`src/rtl/mem_port_arbiter.sv`:
```
// Shares a single memory port between an instruction-fetch requester and a data requester.
// Data normally wins arbitration; a waiting fetch wins after STARVE_MAX consecutive data grants.
module mem_port_arbiter #(
  parameter int TIMEOUT    = 16,
  parameter int STARVE_MAX = 3
) (
  input  logic        clk,
  input  logic        reset,
  input  logic        if_req,
  input  logic [8:0]  if_addr,
  output logic        if_done,
  output logic [31:0] if_rdata,
  output logic        if_err,
  input  logic        d_req,
  input  logic        d_rw,
  input  logic [8:0]  d_addr,
  input  logic [5:0]  d_opc,
  input  logic [31:0] d_wdata,
  output logic        d_done,
  output logic [31:0] d_rdata,
  output logic        d_err,
  output logic        MOV,
  output logic        RW,
  output logic [8:0]  MAR,
  output logic [5:0]  OpC,
  output logic [31:0] DataIn,
  input  logic        MOC,
  input  logic [31:0] DataOut
);

  localparam int              SW           = $clog2(STARVE_MAX + 2);
  localparam logic [SW-1:0]   STARVE_LIMIT = SW'(STARVE_MAX);
  localparam logic [4:0]      TIMEOUT_LAST = 5'(TIMEOUT - 1);
  localparam logic [5:0]      OPC_WORD     = 6'b100011;

  typedef enum logic [1:0] {IDLE, ACCESS, RELEASE} state_t;

  state_t        state, state_next;
  logic          grant_fetch;
  logic [4:0]    access_cnt;
  logic [SW-1:0] starve_cnt;
  logic          any_req, pick_fetch, timeout;

  always_ff @(posedge clk or posedge reset) begin
    if (reset) state <= IDLE;
    else       state <= state_next;
  end

  always_comb begin
    any_req    = if_req | d_req;
    pick_fetch = if_req & (~d_req | (starve_cnt == STARVE_LIMIT));
    timeout    = ~MOC & (access_cnt == TIMEOUT_LAST);
    state_next = state;
    case (state)
      IDLE:    if (any_req) state_next = ACCESS;
      ACCESS:  if (MOC || timeout) state_next = RELEASE;
      RELEASE: if (!MOC) state_next = IDLE;
      default: state_next = IDLE;
    endcase
  end

  // Memory-side signals are registered at the grant and held untouched until completion.
  always_ff @(posedge clk or posedge reset) begin
    if (reset) begin
      MOV         <= 1'b0;
      RW          <= 1'b1;
      MAR         <= '0;
      OpC         <= '0;
      DataIn      <= '0;
      if_done     <= 1'b0;
      d_done      <= 1'b0;
      if_err      <= 1'b0;
      d_err       <= 1'b0;
      if_rdata    <= '0;
      d_rdata     <= '0;
      grant_fetch <= 1'b0;
      access_cnt  <= '0;
      starve_cnt  <= '0;
    end else begin
      if_done <= 1'b0;
      d_done  <= 1'b0;
      if_err  <= 1'b0;
      d_err   <= 1'b0;
      case (state)
        IDLE: begin
          access_cnt <= '0;
          if (!if_req) starve_cnt <= '0;
          if (any_req) begin
            MOV         <= 1'b1;
            grant_fetch <= pick_fetch;
            if (pick_fetch) begin
              RW         <= 1'b1;
              MAR        <= if_addr;
              OpC        <= OPC_WORD;
              DataIn     <= '0;
              starve_cnt <= '0;
            end else begin
              RW     <= d_rw;
              MAR    <= d_addr;
              OpC    <= d_opc;
              DataIn <= d_wdata;
              if (if_req && starve_cnt != STARVE_LIMIT) starve_cnt <= starve_cnt + 1'b1;
            end
          end
        end
        ACCESS: begin
          if (MOC) begin
            MOV <= 1'b0;
            if (grant_fetch) begin
              if_done  <= 1'b1;
              if_rdata <= DataOut;
            end else begin
              d_done <= 1'b1;
              if (RW) d_rdata <= DataOut;
            end
          end else if (timeout) begin
            MOV <= 1'b0;
            if (grant_fetch) if_err <= 1'b1;
            else             d_err  <= 1'b1;
          end else begin
            access_cnt <= access_cnt + 1'b1;
          end
        end
        default: ;
      endcase
    end
  end

endmodule
```
`config.mk`:
```
export PLATFORM = sky130hd
export DESIGN_NAME = mem_port_arbiter
export DESIGN_NICKNAME = d
export VERILOG_FILES = /design/src/rtl/mem_port_arbiter.sv
export SDC_FILE = /design/constraint.sdc
export NUM_CORES = 1
export LEC_CHECK = 0
export ABC_AREA = 1
export CORE_MARGIN = 5
export CORE_UTILIZATION = 40
export DETAILED_ROUTE_END_ITERATION = 6
export GPL_TIMING_DRIVEN = 0
export PLACE_DENSITY = 0.84
export SYNTH_ARGS = -nofsm -noshare
export SYNTH_HDL_FRONTEND = slang
export SYNTH_SLANG_ARGS = --single-unit
```
`constraint.sdc`:
```
create_clock -name clk -period 4.5 [get_ports clk]
set_input_delay 0.45 -clock clk [delete_from_list [all_inputs] [get_ports clk]]
set_output_delay 0.45 -clock clk [all_outputs]
set_load 0.01 [all_outputs]
```
# Yosys cells after proc, flatten, opt, wreduce, memory -nomap -nowiden
# Cells that the tools add are included.
[op_classes]
n_reduce_logical = 10
n_eq_ne = 11
bitwise = 7
n_mux = 31
n_addsub = 2
[op_table]
columns = ["operator", "count"]
rows = [
  ["2-to-1 mux 32 bit", 1],
  ["2-to-1 mux 1 bit", 16],
  ["2-to-1 mux 3 bit", 4],
  ["AND reduction 3 bit", 4],
  ["2-to-1 mux 5 bit", 2],
  ["!= test 2 bit, second input constant", 5],
  ["one-hot mux 5 bit (2 select lines)", 1],
  ["2-to-1 mux 9 bit", 1],
  ["2-to-1 mux 2 bit", 3],
  ["2-to-1 mux 6 bit", 1],
  ["one-hot mux 2 bit (3 select lines)", 1],
  ["adder 5 x 1 -> 5 bit, second input constant", 1],
  ["== test 5 x 4 -> 1 bit, second input constant", 1],
  ["AND reduction 4 bit", 1],
  ["adder 3 x 1 -> 3 bit, second input constant", 1],
  ["== test 3 x 2 -> 1 bit, second input constant", 1],
  ["!= test 3 x 2 -> 1 bit, second input constant", 1],
  ["!= test 3 bit, second input constant", 1],
  ["inverter 1 bit", 3],
  ["AND 1 bit", 2],
  ["== test 2 x 1 -> 1 bit, second input constant", 1],
  ["== test 2 bit, second input constant", 1],
  ["logical NOT 2 bit", 1],
  ["OR 1 bit", 2],
  ["5 further kinds", 5],
]
[totals]
inputBits = 94
elab_cells = 76
register_bits = 128

# Logic depth before layout (Yosys ltp)
[depth]
word_depth = 5
ltp_mapped = 8
mapped_depth_nobuf = 8

# Worst setup path after synthesis
# Ideal clock, no wire load.
[synth_path]
path_type = "register -> register"
start = "register access_cnt[0]"
end = "register access_cnt[3]"
required_time_ns = 4.370
period_less_slack_ns = 1.568
setup_ns = 0.130
path_slack_ns = 2.932
stages_incl_launch_ff = 9
arrival_time_ns = 1.438
path_cell_list = "dfrtp_1 -> ha_1 -> nand2_1 -> nor2_1 -> ha_1 -> o21ai_0 -> nand2_1 -> nand2_1 -> o21ai_0"
[synth_via]
elab_chain_cells = 4
word_cells_on_any_way = 8
[synth_lines]
columns = ["item", "line", "rtl"]
rows = [
  ["from (decl)", "40", "logic [4:0] access_cnt;"],
  ["from (signal assigned)", "121", "access_cnt <= access_cnt + 1'b1;"],
  ["adder 5 x 1 -> 5 bit or == test 5 x 4 -> 1 bit (tied branches)", "121, 52", ""],
  ["2-to-1 mux 5 bit or AND 1 bit (tied branches)", "116, 52", ""],
  ["2-to-1 mux 5 bit or != test 2 bit (tied branches)", "-", ""],
  ["one-hot mux 5 bit (2 select lines) or AND reduction 3 bit (tied branches)", "-", ""],
]
# Several ways; a longest one is shown, not always the timed one. The select of a mux whose other input is x is not followed.
# A chain may end at the register's enable or synchronous reset.

# Worst setup path after layout
[layout_path]
start = "register RW"
end = "output port RW"
[layout_rtl]
columns = ["item", "line", "rtl"]
rows = [
  ["from (decl)", "23", "output logic RW,"],
  ["from (signal assigned)", "98", "RW <= d_rw;"],
]
# No word-level cell between the ends.

==> metrics.txt <==
status finished, final reports clean; gpl congestion 0.771; Final Core Density 64.4%; final hold violation count 0; initial antenna violation count 0; Synth async-reset ratio 100%; IO Pins 211; Die Footprint 15,100 µm²; fmax 516 MHz; Hold WC Path Type reg -> reg; synth top area cells dfrtp_1 (62%), nand2_1 (23%), o21ai_0 (4.0%); vias per std cell 4.64; Hold-fix buffers, CTS 0; static leakage 3.90 nW; Clock Skew 0.00944 ns; Layout area overhead 58.2%; post_cts resized 0; Synth Area in Compound Gates 4.77%; CTS buffer count 17; most common cell in the netlist nand2_1; Final min period 1.94 ns; Clock Latency Late Sink 0.40 ns; Setup Fix Bufs, Post-CTS 0; worst slack, placed 2.51 ns; sequential fraction of the synthesis area 62.7%; fin crit share 43.1%; clock power share 25.3%; Final setup viols 0; Pwr Density 701 nW/µm²; Worst VDD drop 0.000410 V; sequential fraction of design power 34.0%; vias in the first global route 4,674; clock sink count 128; Slowest-stage cell, CP clkdlybuf4s50_1; count of state elements after synthesis 128; Slew Limit Fails 0; Psw 0.00191 W; Die H 123 µm; Die X-Extent 123 µm; largest net degree at the start of global routing 67; Worst EP arrival 1.49 ns; DRC 0; critical path depth 1; first drt pass iteration count 5; first-pass GRT wire length 23,300 µm; Commonest cells post-synth nand2_1 (312), dfrtp_1 (127), o21ai_0 (41); post-DP HPWL 11,000 µm; Setup TNS 0 ns; setup ws final 2.56 ns; number of flops mapped to enable cells by yosys 0; routed len/inst 15.0 µm; Mapped Cells 572; post-route ant nets 0; Worst Setup SP RW; CP Class reg -> out; Top delay family on crit path buffers and inverters; Final nets 900; clock root buffer clkbuf_16; largest family of logic cells by synthesized area simple AND/OR/NAND/NOR gates; share of cells above drive strength 1 7.48%; crit path buf inv count 1; Synth Area in Adders 0.979%; Post-Layout Inst Area 8090 µm²; Ys Warns 0; total power 0.00567 W; Clock transition at path regs 0.05 ns; Reg2Reg Launch Point access_cnt[0]; GRT Total Usage 19.8%; main flop type after synthesis dfrtp_1; Slew HR 61.5%; Post-Route WL 14,900 µm; num rows 41; post-synthesis xor/xnor area fraction 0%; Yosys top cell by area dfrtp_1; WP data required 4.05 ns; fillcell total 998; top-area cell type share of the netlist area 62.1%; crit end category primary output; vias 4,583; multiplexer area fraction after synthesis 0%; FF/Latch Area 3200 µm²; Clock Tree Buf Depth 2; min-delay src if_rdata[2]; Multi-input gate area 1690 µm²; CTS tree done; RSZ-0062 raised after global routing false; Syn Nets 670; Antenna Cells 0; hold path cells 2; Switching Share 33.6%; DR iter-0 viols 302; H-Tree Level Count 4; syn avg cell area 8.94 µm²; Post-Synth Simple-Gate Area 27.2%; R2R Setup Slk 2.69 ns; critical-path cell list clkdlybuf4s50_1; Startpoint Class flip-flop; Congestion Overflow GR 0; CP max stage delay 0.55 ns; max_cap viols 0; Worst R2R Path Depth 8; post-synth cell types 24; Comb power frac 40.7%; Port-buffer cells 210; Starting Density 40.7%; Slew @ Worst Pin 0.578 ns; Mapped Area 5110 µm²; Placement Cell Area 7460 µm²; Max FO, Critical Path 3; core area 12,600 µm²; Internal Power 0.00376 W
-- power groups by stage --
stage	logic [W]	registers [W]	clock network (W)
after floorplan	0.000809	0.00213	0
after global routing	0.00253	0.00198	0.00152
after CTS	0.00234	0.00193	0.00146
final	0.00231	0.00193	0.00143
after detailed placement	0.00233	0.00193	0
after global placement	0.00227	0.00192	0
-- final cells by class --
cell class / count / share of cell area [%]
Buffer: 24 / 2.07
Clock buffer: 23 / 6.16
Clock inverter: 9 / 1.59
Inverter: 15 / 0.758
Multi-Input combinational cell: 405 / 20.8
Sequential cell: 128 / 39.6
Tap cell: 172 / 2.66
Timing Repair Buffer: 211 / 26.3
-- per-stage QoR --
step / hold slack [ns] / cells
floorplan: 0.453 / 572
finish: 0.473 / 987
global route: 0.490 / 987
global placement: 0.457 / 954
CTS: 0.479 / 987
detailed placement: 0.464 / 955
-- placed cells by master (no fill, tap or decap), drive strengths merged --
cell / n
clkinvlp: 2
clkbuf: 32
or2: 1
clkinv: 4
ha: 4
bufinv: 3
dfrtp: 127
clkdlybuf4s50: 210
nand4: 2
buf: 16
nor2: 24
inv: 15
dfstp: 1
o211ai: 2
nand3: 15
nand2: 313
o21bai: 1
o21ai: 42
o31ai: 1
-- registers in the layout, summed over array words and instances (netlist names) --
signal       flops
OpC              6
d_rdata         32
grant_fetch      1
access_cnt       5
MOV              1
starve_cnt       3
if_done          1
MAR              9
d_err            1
if_err           1
DataIn          32
d_done           1
if_rdata        32
RW               1
state            2
-- logic make-up (layout without fill, tap and decap cells) --
logic type / Yosys count / count (layout)
and+or+nand+nor: 355 / 355
DFF: 128 / 128
AOI/OAI and AO/OA: 46 / 46
buffers and inverters: 39 / 282
adders and majority gates: 4 / 4
-- layer usage --
metal	wire length (µm)	GRT usage (%)	part of all wire, %
met5	0	0	0
met4	194	5.95	1.3
met3	1730	8.23	12
met2	6920	33.1	47
met1	6010	23.5	40
-- path summary, 6_finish.rpt --
| kind | end |
|---|---|
| max | RW |
| min | if_rdata[2] |
| max reg2reg | access_cnt[4] |
| min reg2reg | if_rdata[2] |
| max in group asynchronous | RW |
| min in group asynchronous | if_rdata[27] |
Note: power is estimated with default switching activity, not from simulation.
==> RTL change 1 (config.mk and constraints unchanged) <==
`STARVE_MAX`: 3 -> 6.
--- a/src/rtl/mem_port_arbiter.sv
+++ b/src/rtl/mem_port_arbiter.sv
@@ -2,7 +2,7 @@
 // Data normally wins arbitration; a waiting fetch wins after STARVE_MAX consecutive data grants.
 module mem_port_arbiter #(
   parameter int TIMEOUT    = 16,
-  parameter int STARVE_MAX = 3
+  parameter int STARVE_MAX = 6
 ) (
   input  logic        clk,
   input  logic        reset,
Formal check against the unedited RTL: no difference found for any inputs over 4 cycles, from zero or initial values and one cycle with reset high; that may be too few to reach the edited logic, so the function may still have changed.
==> RTL change 1 against the original RTL <==
Clock skew fell by 1.6 ps; final area is 0.94% higher; core utilization increased by 0.34 points; synthesized area increased by 0.83%; worst setup slack lost 34 ps; non-clock buffer count is 1 higher; sequential cell count unchanged; power rose by 2.3%; wire length is 6.9% higher; largest power group unchanged; highest routed layer unchanged.
==> RTL change 1: results (changes against the original RTL) <==
Pwr
  • VDD IR-drop max: 0.000420 V (+2.5%)
  • Pint: 3.87 mW (+2.9%)
  • Clock power frac: 26.0% (+0.7 points)
  • Comb pwr share: 40.3% (-0.4 points)
  • Leakage: 4.02 nW (+3.0%)

GRT
  • Largest net degree at the start of global routing: 87 (+30%)
  • Number of global-route vias before repair: 4924 (+5.3%)
  • GRT Util Overall: 21.5% (+1.7 points)
  • First-pass GRT wire length: 25.0 mm (+7.3%)

Setup path
  • Slowest-stage cell, CP: dfstp_2
  • Crit path max-delay family: flip-flops
  • Worst-path fanout max: 4 (+1)
  • Worst path max stage delay: 570 ps (+20 ps)
  • Reg-to-reg setup timing slack: 2850 ps (+160 ps)
  • Critical Path AT: 1520 ps (+30 ps)

Routing
  • Vias after detailed routing: 4714 (+2.9%)
  • Iter 0 DRT Violations: 238 (-21%)
  • Routed WL per cell: 16.0 µm (+6.0%)
  • Drt total wl: 15.9 mm (+6.9%)
  • DR pass1 iterations: 4 (-1)

STA
  • Clock skew: 7.84 ps (-1.60 ps)
  • Hold slack: 420 ps (-53.0 ps)
  • Worst slew margin relative to its limit: 65.6% (+4.2 points)

Layout
  • Non-clock buffers: 236 (+0.43%)
  • CLK BUF: 24 (+4.3%)
  • Layout cells sized above 1: 8.63% (+1.1 points)
  • Final clock-cell share: 8.09% (+0.34 points)
  • Multi-input combinational area share: 20.9% (+0.035 points)
  • Seq_cells: 128 (unchanged)
  • NonClk Buf Share: 28.4% (about the same)
  • FF/Latch Area: 3200 µm² (unchanged)
  • Final net count: 908 (+0.89%)
  • Multi-input gates: 413 (+2.0%)
  • Logic inverters: 14 (-1)
  • # fillers: 996 (-0.20%)

Synthesis
  • Most instantiated cells after synthesis: nand2_1, dfrtp_1, nand3_1, nor2_1
  • Top post-synthesis cells by area: dfrtp_1, nand2_1, nand3_1
  • Post-Synthesis Cells: 580 (+1.4%)
  • Seq/Total Area, Yosys: 62.1% (-0.52 points)
  • Post-synth top flop: dfrtp_1
  • Syn nets: 678 (+1.2%)

Die
  • Placeable core area: 12600 µm² (+0.41%)

Place
  • Gpl congestion: 0.860 (+12%)
  • Inst Count DP: 963 (+0.84%)
  • DP Area: 7510 µm² (+0.57%)
  • Hpwl dp: 11.3 mm (+2.7%)

Worst hold path
  • Tightest Hold Check Type: input port to async pin

Run status
  • Outcome: complete, no violations
## RTL change 1: changes by cell type after synthesis, moves of 3 or more
cell / before / now
inv_1: 12 / 8
clkbuf_1: 8 / 3
nand2_1: 312 / 334
nand4_1: 2 / 10
o21ai_0: 41 / 6
buf_2: 4 / 9
nand2_2: 1 / 4
nand3_1: 14 / 23
nor2_1: 20 / 23
## RTL change 1: routing by layer
metal	track usage, %	vias to the layer above	routed length [µm]
met1	23.5	2230	6080
met3	10.8	26	1870
met5	0	-	0
li1	-	2248	-
met2	36.4	210	7640
met4	7.13	0	284
## RTL change 1: logic make-up (layout without fill, tap and decap cells)
family | count (synthesis) | in the layout | share of synthesized area, %
flip-flops | 128 | 128 | 62.1
AND/OR/NAND/NOR | 400 | 400 | 31.1
AO/OA/AOI/OAI | 8 | 8 | 0.777
adder cells (fa/ha/maj) | 4 | 4 | 0.971
XOR/XNOR | 1 | 1 | 0.170
buffers and inverters | 39 | 282 | 4.80
## RTL change 1: path summary, 6_finish.rpt
path,startpoint,endpoint,depth (start not counted)
worst max-delay path,RW$_DFFE_PP1P_,RW,1
worst min-delay path,reset,DataIn[17]$_DFFE_PP0P_,2
worst max register to register,starve_cnt[0]$_DFFE_PP0P_,MAR[7]$_DFFE_PP0P_,8
worst min register to register,d_rdata[30]$_DFFE_PP0P_,d_rdata[30]$_DFFE_PP0P_,2
max in group asynchronous,reset,RW$_DFFE_PP1P_,3
min in group clk,d_rdata[30]$_DFFE_PP0P_,d_rdata[30]$_DFFE_PP0P_,2
## RTL change 1: through the flow
step	utilization (%)	worst slack, ps	TNS (ps)
2_1_floorplan	-	639	0
3_3_place_gp	59.2	-1220	-154480
3_5_place_dp	59.5	2520	0
4_1_cts	64.7	2500	0
5_1_grt	64.7	2480	0
6_report	64.7	2530	0
==> RTL change 2 (same flow settings) <==
Made on the original files. Encoding of `state_t`: now one-hot (3 bits for 3 states).
--- a/src/rtl/mem_port_arbiter.sv
+++ b/src/rtl/mem_port_arbiter.sv
@@ -33,7 +33,7 @@
   localparam logic [4:0]      TIMEOUT_LAST = 5'(TIMEOUT - 1);
   localparam logic [5:0]      OPC_WORD     = 6'b100011;
 
-  typedef enum logic [1:0] {IDLE, ACCESS, RELEASE} state_t;
+  typedef enum logic [2:0] {IDLE = 3'b001, ACCESS = 3'b010, RELEASE = 3'b100} state_t;
 
   state_t        state, state_next;
   logic          grant_fetch;
Formal check against the unedited RTL: no difference found for any inputs over 4 cycles, from zero or initial values and one cycle with reset high; so few cycles prove little.
==> RTL change 2 against the original RTL <==
Wire length increased by 11%; first-iteration DRC count increased by 10%; core utilization decreased by 1.3 points; sequential cell count increased by 1; worst setup slack got worse by 170 ps; final area increased by 2.8%; sequential power increased by 3%; largest power group unchanged; critical endpoint is now DataIn[6]$_DFFE_PP0P_; power increased by 2.3%; synthesized area increased by 4.4%.
==> RTL change 2: results (changes against the original RTL) <==
Synthesis
  • Top post-synthesis cells by area: dfrtp_1, nand2_1, nand3_1
  • Mean post-synth cell area: 8.75 µm² (-2.1%)
  • Post-synth ARST share: 100% (unchanged)
  • Most instantiated cells after synthesis: nand2_1, dfrtp_1, nand3_1, nand4_1, buf_2
  • Syn nets: 708 (+5.7%)
  • Synth Warn #: 0 (unchanged)
  • Netlist cell types: 23 (-4.2%)
  • Seq/Total Area, Yosys: 60.5% (-2.2 points)

Setup path
  • Critical Path AT: 2450 ps (+960 ps)
  • Worst path max stage delay: 550 ps (about the same)
  • Worst-path fanout max: 10 (+7)
  • Crit path max-delay family: simple AND/OR/NAND/NOR gates
  • Slowest-stage cell, CP: clkbuf_1

Clocking
  • CTS tree: yes
  • Setup repair bufs after CTS: 0 (unchanged)
  • Cts repair resizes: 0 (unchanged)
  • CTS Buffer Depth: 2 (unchanged)
  • Clk pin slew, worst setup/hold paths: ~60 ps
  • Max H-tree Level: 4 (unchanged)
  • CTS buffer count: 17 (unchanged)
  • Worst-Skew Late Latency: 410 ps
  • CTS Root Cell: clkbuf_16

STA
  • Final Slew Violations: 0 (unchanged)
  • Slew @ Worst Pin: 653 ps (+74.9 ps)
  • Clock skew: 9.65 ps (+0.210 ps)

Layout
  • Non-Filler Instances: 1029 (+4.3%)
  • Final net count: 938 (+4.2%)
  • Top Registers: DataIn (32), d_rdata (32), if_rdata (32)
  • Layout cells sized above 1: 8.32% (+0.84 points)
  • Antenna diodes: 0 (unchanged)

Routing
  • WL met2: 7.58 mm (+9.5%)
  • Uppermost routed layer: met4
  • DR pass1 iterations: 7 (+2)
  • Iter 0 DRT Violations: 333 (+10%)
  • Vias per inst: 4.85 (+4.4%)
  • Routed WL per cell: 16.0 µm (+6.3%)
  • Met3 WL: 1.73 mm (unchanged)
  • Met1 Routed Length: 6.77 mm (+13%)

Place
  • Hpwl dp: 11.9 mm (+8.5%)
  • DP Area: 7690 µm² (+3.1%)
  • PortBufs: 210 (unchanged)
  • DP Worst Slack: 2180 ps (-328 ps)
  • Gpl congestion: 0.848 (+9.9%)

Pwr
  • Tot Pwr: 5.80 mW (+2.3%)
  • VDD IR-drop max: 0.000339 V (-17%)
  • Switching Share: 34.4% (+0.78 points)
  • Leakage: 4.12 nW (+5.7%)

GRT
  • First-pass GRT wire length: 26.1 mm (+12%)
  • Largest net degree at the start of global routing: 69 (+3.0%)
  • Number of global-route vias before repair: 5068 (+8.4%)
  • Initial antenna violation count: 0 (unchanged)
  • GRT Util Overall: 20.9% (+1.1 points)

Die
  • Placeable core area: 13200 µm² (+4.9%)

Run status
  • Outcome: complete, no violations

Worst hold path
  • Tightest Hold Check Type: flip-flop to flip-flop
[RTL change 2: cell types whose count changed in the layout (fill, tap and decap cells not counted), moves of 3 or more]
cell	change
buf_6	-4
buf_2	+13
nor3_1	+3
nand4_1	+33
nand3_1	+30
nor2_1	-12
o21ai_0	-30
[RTL change 2: layout make-up]
type                       count  area (µm²)
clock buffer                  20         467
clock inverter                12         155
inverter                      20        82.6
sequential                   129        3230
tap                          176         220
multi-input combinational    426        1840
fill                        1095        4870
buffer                        35         190
timing repair buffer         211        2130
[RTL change 2: worst reg2reg max path: cells and delay by family, from the launching register on]
kind                       cells  cell delay (ps)
adders and majority gates      2              380
buffers and inverters          2              600
DFF                            1              380
and+or+nand+nor                4              680
[RTL change 2: path summary, 6_finish.rpt]
kind	startpoint	to	slack [ps]	depth (start not counted)
min in group asynchronous	reset	DataIn[25]$_DFFE_PP0P_	500	2
worst min-delay path	d_rdata[23]$_DFFE_PP0P_	d_rdata[23]$_DFFE_PP0P_	470	2
worst min register to register	d_rdata[23]$_DFFE_PP0P_	d_rdata[23]$_DFFE_PP0P_	470	2
worst max register to register	starve_cnt[0]$_DFFE_PP0P_	DataIn[6]$_DFFE_PP0P_	2400	8
worst max-delay path	starve_cnt[0]$_DFFE_PP0P_	DataIn[6]$_DFFE_PP0P_	2400	8
max in group asynchronous	reset	access_cnt[0]$_DFFE_PP0P_	3280	3
[RTL change 2: kinds of logic (layout without fill, tap and decap cells)]
kind of cell | count (synthesis) | count (layout) | share of synthesized area, %
buf+inv | 55 | 298 | 5.02
fa+ha+maj | 4 | 4 | 0.937
simple gates | 410 | 410 | 32.4
flops | 129 | 129 | 60.5
compound gates | 12 | 12 | 1.12
[RTL change 2: per-layer routing]
metal | track usage (%) | vias to the layer above
li1 | - | 2402
met1 | 25.5 | 2307
met2 | 33.4 | 250
met3 | 8.10 | 27
met4 | 8.35 | 0
met5 | 0 | -
[RTL change 2: power by group through the flow]
stage | clock (mW) | sequential, mW | combinational, mW
floorplan | 0 | 2.19 | 0.793
global placement | 0 | 1.98 | 2.36
detailed placement | 0 | 1.98 | 2.40
CTS | 1.46 | 1.98 | 2.41
global route | 1.51 | 2.04 | 2.60
finish | 1.44 | 1.99 | 2.38
